--- config.mk ---
export PLATFORM = sky130hd
export DESIGN_NAME = axi_slave_responder
export DESIGN_NICKNAME = d
export VERILOG_FILES = /design/src/rtl/axi_slave_responder.sv
export SDC_FILE = /design/constraint.sdc
export NUM_CORES = 1
export LEC_CHECK = 0
export CAP_MARGIN = 25
export CORE_ASPECT_RATIO = 1.2
export CORE_MARGIN = 2
export CORE_UTILIZATION = 25
export CTS_BUF_LIST = sky130_fd_sc_hd__clkbuf_8
export DETAILED_ROUTE_END_ITERATION = 12
export MAX_ROUTING_LAYER = met4
export PLACE_DENSITY = 0.56
export SYNTH_ARGS = -nofsm -noshare
export SYNTH_HDL_FRONTEND = slang
export SYNTH_SLANG_ARGS = --single-unit
--- constraint.sdc ---
create_clock -name clk -period 3.9 [get_ports clk]
set_input_delay 0.39 -clock clk [delete_from_list [all_inputs] [get_ports clk]]
set_output_delay 0.39 -clock clk [all_outputs]
set_load 0.02 [all_outputs]
--- src/rtl/axi_slave_responder.sv ---
// Single-beat AXI4 slave responder.
// AR, AW and W are captured independently into one-deep holding registers.
// A small FSM then performs one 32-bit access at a time on a req/ack backend
// and returns the R or B response. Reads and writes alternate when both are ready.
// Addresses outside the decode window complete with SLVERR and never reach the backend.
module axi_slave_responder #(
  parameter logic [31:0] BASE_ADDR = 32'h8000_0000,
  parameter int unsigned SIZE_LOG2 = 12
) (
  input  logic        clk,
  input  logic        rst_n,
  // read address channel
  input  logic [31:0] araddr,
  input  logic [7:0]  arlen,
  input  logic [2:0]  arsize,
  input  logic        arvalid,
  output logic        arready,
  // read data channel
  output logic [31:0] rdata,
  output logic [1:0]  rresp,
  output logic        rlast,
  output logic        rvalid,
  input  logic        rready,
  // write address channel
  input  logic [31:0] awaddr,
  input  logic [7:0]  awlen,
  input  logic [2:0]  awsize,
  input  logic        awvalid,
  output logic        awready,
  // write data channel
  input  logic [31:0] wdata,
  input  logic [3:0]  wstrb,
  input  logic        wvalid,
  output logic        wready,
  // write response channel
  output logic [1:0]  bresp,
  output logic        bvalid,
  input  logic        bready,
  // backend
  output logic        mem_req,
  output logic        mem_we,
  output logic [31:0] mem_addr,
  output logic [31:0] mem_wdata,
  output logic [3:0]  mem_be,
  input  logic        mem_ack,
  input  logic [31:0] mem_rdata
);

  typedef enum logic [2:0] {
    IDLE    = 3'd0,
    RD_ACC  = 3'd1,
    RD_RESP = 3'd2,
    WR_ACC  = 3'd3,
    WR_RESP = 3'd4
  } state_t;

  typedef enum logic {
    OP_READ  = 1'b0,
    OP_WRITE = 1'b1
  } op_t;

  localparam logic [1:0]  RESP_OKAY   = 2'b00;
  localparam logic [1:0]  RESP_SLVERR = 2'b10;
  localparam logic [31:0] WIN_MASK    = 32'((64'd1 << SIZE_LOG2) - 64'd1);

  state_t      state_q, state_d;
  op_t         last_op_q;
  logic        ready_en_q;
  logic        ar_full_q, aw_full_q, w_full_q;
  logic [31:0] ar_addr_q, aw_addr_q, w_data_q;
  logic [3:0]  w_strb_q;
  logic        ar_len_err_q, aw_len_err_q;
  logic [31:0] rdata_q;
  logic [1:0]  rresp_q, bresp_q;

  logic ar_hs, aw_hs, w_hs, r_hs, b_hs;
  logic wr_rdy, pick_wr, pick_rd;
  logic ar_in_win, aw_in_win;

  // Transfer sizes are informational only: every access is a full word and
  // the strobes pick the bytes.
  logic unused_size;
  assign unused_size = ^{arsize, awsize};

  assign arready = ready_en_q & ~ar_full_q;
  assign awready = ready_en_q & ~aw_full_q;
  assign wready  = ready_en_q & ~w_full_q;

  assign ar_hs = arvalid & arready;
  assign aw_hs = awvalid & awready;
  assign w_hs  = wvalid & wready;
  assign r_hs  = rvalid & rready;
  assign b_hs  = bvalid & bready;

  // Both requests ready: serve the opposite of the last completed operation.
  assign wr_rdy  = aw_full_q & w_full_q;
  assign pick_wr = wr_rdy & (~ar_full_q | (last_op_q == OP_READ));
  assign pick_rd = ar_full_q & ~pick_wr;

  assign ar_in_win = (ar_addr_q & ~WIN_MASK) == BASE_ADDR;
  assign aw_in_win = (aw_addr_q & ~WIN_MASK) == BASE_ADDR;

  // Readys stay low until the first clock edge after reset is released.
  // NOTE: sequential state is always assigned with <= so every flop samples
  // the pre-edge values of its peers, independent of statement order.
  always_ff @(posedge clk or negedge rst_n) begin
    if (!rst_n) ready_en_q <= 1'b0;
    else        ready_en_q <= 1'b1;
  end

  // Read-address holding register: filled on AR handshake, freed on R handshake.
  always_ff @(posedge clk or negedge rst_n) begin
    if (!rst_n) begin
      ar_full_q    <= 1'b0;
      ar_addr_q    <= '0;
      ar_len_err_q <= 1'b0;
    end else if (ar_hs) begin
      ar_full_q    <= 1'b1;
      ar_addr_q    <= araddr;
      ar_len_err_q <= (arlen != 8'd0);
    end else if (r_hs) begin
      ar_full_q    <= 1'b0;
    end
  end

  // Write-address holding register: filled on AW handshake, freed on B handshake.
  always_ff @(posedge clk or negedge rst_n) begin
    if (!rst_n) begin
      aw_full_q    <= 1'b0;
      aw_addr_q    <= '0;
      aw_len_err_q <= 1'b0;
    end else if (aw_hs) begin
      aw_full_q    <= 1'b1;
      aw_addr_q    <= awaddr;
      aw_len_err_q <= (awlen != 8'd0);
    end else if (b_hs) begin
      aw_full_q    <= 1'b0;
    end
  end

  // Write-data holding register: filled on W handshake, freed on B handshake.
  always_ff @(posedge clk or negedge rst_n) begin
    if (!rst_n) begin
      w_full_q <= 1'b0;
      w_data_q <= '0;
      w_strb_q <= '0;
    end else if (w_hs) begin
      w_full_q <= 1'b1;
      w_data_q <= wdata;
      w_strb_q <= wstrb;
    end else if (b_hs) begin
      w_full_q <= 1'b0;
    end
  end

  // FSM state register.
  always_ff @(posedge clk or negedge rst_n) begin
    if (!rst_n) state_q <= IDLE;
    else        state_q <= state_d;
  end

  // FSM next state: arbitrate in IDLE, wait for ack, wait for response handshake.
  // NOTE: every output of a combinational block gets a default first, so no
  // path leaves it unassigned and no latch is inferred.
  always_comb begin
    state_d = state_q;
    unique case (state_q)
      IDLE: begin
        if (pick_wr)      state_d = aw_in_win ? WR_ACC : WR_RESP;
        else if (pick_rd) state_d = ar_in_win ? RD_ACC : RD_RESP;
      end
      RD_ACC:  if (mem_ack) state_d = RD_RESP;
      RD_RESP: if (rready)  state_d = IDLE;
      WR_ACC:  if (mem_ack) state_d = WR_RESP;
      WR_RESP: if (bready)  state_d = IDLE;
      default: state_d = IDLE;
    endcase
  end

  // FSM outputs: backend request and channel valids decoded from state.
  always_comb begin
    mem_req  = 1'b0;
    mem_we   = 1'b0;
    mem_addr = {ar_addr_q[31:2], 2'b00};
    mem_be   = 4'hF;
    rvalid   = 1'b0;
    bvalid   = 1'b0;
    unique case (state_q)
      RD_ACC:  mem_req = 1'b1;
      RD_RESP: rvalid  = 1'b1;
      WR_ACC: begin
        mem_req  = 1'b1;
        mem_we   = 1'b1;
        mem_addr = {aw_addr_q[31:2], 2'b00};
        mem_be   = w_strb_q;
      end
      WR_RESP: bvalid  = 1'b1;
      default: ;
    endcase
  end

  // Response payload: set when leaving IDLE for an error or when the backend acks.
  always_ff @(posedge clk or negedge rst_n) begin
    if (!rst_n) begin
      rdata_q <= '0;
      rresp_q <= RESP_OKAY;
      bresp_q <= RESP_OKAY;
    end else begin
      if (state_q == IDLE && pick_rd && !ar_in_win) begin
        rdata_q <= '0;
        rresp_q <= RESP_SLVERR;
      end else if (state_q == RD_ACC && mem_ack) begin
        rdata_q <= mem_rdata;
        rresp_q <= ar_len_err_q ? RESP_SLVERR : RESP_OKAY;
      end
      if (state_q == IDLE && pick_wr && !aw_in_win) begin
        bresp_q <= RESP_SLVERR;
      end else if (state_q == WR_ACC && mem_ack) begin
        bresp_q <= aw_len_err_q ? RESP_SLVERR : RESP_OKAY;
      end
    end
  end

  // Alternation memory: records which kind of operation completed last.
  always_ff @(posedge clk or negedge rst_n) begin
    if (!rst_n)    last_op_q <= OP_READ;
    else if (r_hs) last_op_q <= OP_READ;
    else if (b_hs) last_op_q <= OP_WRITE;
  end

  assign rdata     = rdata_q;
  assign rresp     = rresp_q;
  assign rlast     = rvalid;
  assign bresp     = bresp_q;
  assign mem_wdata = w_data_q;

endmodule
==> run metrics <==
post-DP HPWL=12.64 mm; Worst R2R Start=state_q[2]$_DFFE_PN0P_; worst slew pin tran=0.6698 ns; DR WL/cell=15.94 um; H-tree depth=4; post-synthesis mux area share=0.1817; post-synthesis compound-gate area fraction=0.04376; initial antenna violation count=0; CTS tree=done; Root Driver=clkbuf_8; mean area per synthesized cell=11.22 sq um; largest family of logic cells by synthesized area=multiplexers; R2R setup slack=1.84 ns; Min Hold Slack=0.4739 ns; Area growth syn-to-layout=55.16%; endpoints failing hold=0; Crit Reg-Reg Endpoint=rdata[27]$_DFFE_PN0P_; Die Width=145.5 um; Final setup viols=0; nets@finish=958; Placer Congestion=0.7617; Top FF cell, synth=dfrtp_1; grt met1 use=0.1813; most area-hungry cell type in the Yosys netlist=dfrtp_1; vias in the first global route=5,082; DR vias/cell=4.266; Post-CTS Setup Inserts=0; Register Area=3503 sq um; cell count after synthesis=535; Max Clk Rate=346.0 MHz; cell area after synthesis=6005 sq um; Reg clk slew, reported paths=0.09 ns; Crit path required time=3.51 ns; area share of fa/ha/maj cells after synthesis=0; met3 usage=0.04605; r2r worst-path depth=5; Final ANT Viol Nets=0; Min-Delay Endpoint=rdata[9]$_DFFE_PN0P_; Clock Latency Late Sink=0.45 ns; leakage power=3.896 nW; clock tree skew after final layout=0.01723 ns; met2 usage=0.2372; period utilisation layout=0.7410; area fraction of the dominant cell type after synthesis=0.5835; Yosys warnings=0; hold path start=mem_rdata[9]; hold depth=3; count leader, synth=nand2_1; # IOs=274; Slew HR=0.5530; register area share after synthesis=0.5835; post-cts hold buffer count=1; All-Layer GR Usage=0.1486; IO buf count=259; layout cell share with drive strength beyond 1=0.1780; Crit Path Max Fanout=35; multi-input logic area=2320 sq um; non-filler instance count after layout=1,129; Detailed Route WL=18.00 mm; post-synthesis simple-gate area fraction=0.1567; PostCTS Resize Cnt=0; number of distinct library cells after synthesis=34; largest net degree at the start of global routing=75; first-pass GRT wire length=28.38 mm; Setup TNS Final=0 ns; total of max-cap violations=0; asr flop ratio synth=1.000; GRT busiest layer=met2; XOR/XNOR share of the synthesized area=0; CTS buffer count=17; die height=173.8 um; filler instances=2,401; maximum buffer depth of the clock tree=2; GRT overflow=0; startpoint class of the critical path=flop; Initial DRC Count=163; Core Box Area=23,740 sq um; top post-synthesis cells by count=173 x nand2_1, 140 x dfrtp_1, 96 x mux2_2; Setup Crit Path Kind=flop to output port; Worst EP arrival=2.50 ns; Rows=62; post-route minimum period=2.890 ns; Worst setup EP type=output port; status=finished clean; # clock sinks=140; drt pass-1 iters=5; ANT cells=0; DRC viols=0; top cells by area, synth=dfrtp_1 58%, mux2_2 18%, nand2_1 11%; Worst VDD drop=308.2 uV; vias=4,816; Yosys reg bits=140; Hold/Removal Path Class=input pin to flop; RSZ-0062 raised after global routing=no; die area=25,280 sq um; Pwr per Cell Area=638.7 nW/um^2; Slew Viols, Final=0; placed cells=1,095; Post-synth EDFFs=0; Initial Util=0.2530
-- layout make-up --
| class | count | share of cell area |
|---|---|---|
| clock inverters | 15 | 0.01464 |
| well taps | 320 | 0.04298 |
| multi-input cells | 364 | 0.2490 |
| clock buffers | 17 | 0.02511 |
| repair buffers | 270 | 0.2910 |
| flip-flops and latches | 140 | 0.3760 |
| inverters | 3 | 0.001209 |
-- report_power, final --
| part | internal, mW | switching, mW |
|---|---|---|
| logic | 1.33 | 1.12 |
| registers | 2.00 | 0.357 |
| clock network | 0.511 | 0.624 |
| total | 3.85 | 2.10 |
-- layout by cell type (no fill, tap or decap), types with 3 or more instances in the layout --
master / count
nand2_1: 173
conb_1: 5
clkdlybuf4s50_1: 258
clkinv_2: 3
inv_6: 5
mux2_2: 96
buf_4: 8
clkinvlp_4: 4
nor4_1: 12
nor3b_1: 3
dfrtp_1: 140
nor2b_1: 3
nand2b_1: 5
nand3b_1: 4
clkbuf_8: 17
nor2_1: 4
a21oi_1: 37
nand3_1: 3
-- through the flow --
| step | total power [mW] | utilization | area, sq um | worst slack, ns |
|---|---|---|---|---|
| global route | 6.327 | 0.3925 | 9316 | 0.8045 |
| global placement | 4.829 | 0.3753 | 8909 | 1.432 |
| CTS | 6.043 | 0.3913 | 9289 | 0.9218 |
| detailed placement | 4.862 | 0.3753 | 8909 | 1.429 |
| finish | 5.950 | 0.3925 | 9316 | 1.010 |
| floorplan | 3.700 | - | 6016 | 1.980 |
-- flip-flops by register name, summed over array words and instances, names as in the netlist, 3 cells and up --
register and count:
state_q 3, ar_addr_q 30, aw_addr_q 30, mem_wdata 32
rdata 32, w_strb_q 4
-- how the worst max path moves through the flow --
stage | depth (start not counted) | to | startpoint | slack, ns
after floorplan | 3 | rvalid | state_q[1]$_DFFE_PN0P_ | 1.98
after global placement | 6 | mem_addr[31] | state_q[1]$_DFFE_PN0P_ | 1.43
after detailed placement | 6 | mem_addr[20] | state_q[1]$_DFFE_PN0P_ | 1.43
after CTS | 6 | mem_addr[20] | state_q[1]$_DFFE_PN0P_ | 0.92
after global routing | 6 | mem_addr[20] | state_q[1]$_DFFE_PN0P_ | 0.80
final | 6 | mem_addr[20] | state_q[1]$_DFFE_PN0P_ | 1.01
-- kinds of logic after synthesis --
| kind of cell | count (synthesis) |
|---|---|
| buf+inv | 34 |
| simple gates | 215 |
| compound gates | 47 |
| mux | 97 |
| other cells | 2 |
| flops | 140 |
-- worst max-delay path, stage by stage, from the launching register on --
cell	delay (ns)
dfrtp_1	0.55
nand3b_1	0.17
clkinv_1	0.12
buf_4	0.39
nand2_1	0.11
nand2_1	0.08
clkdlybuf4s50_1	0.63
-- metal layers --
metal | up-vias | wire, um
li1 | 2309 | -
met5 | - | 0
met1 | 2315 | 7782
met4 | 0 | 262
met3 | 15 | 1107
met2 | 177 | 8843
No activity file was read; power rests on OpenSTA's default activity.
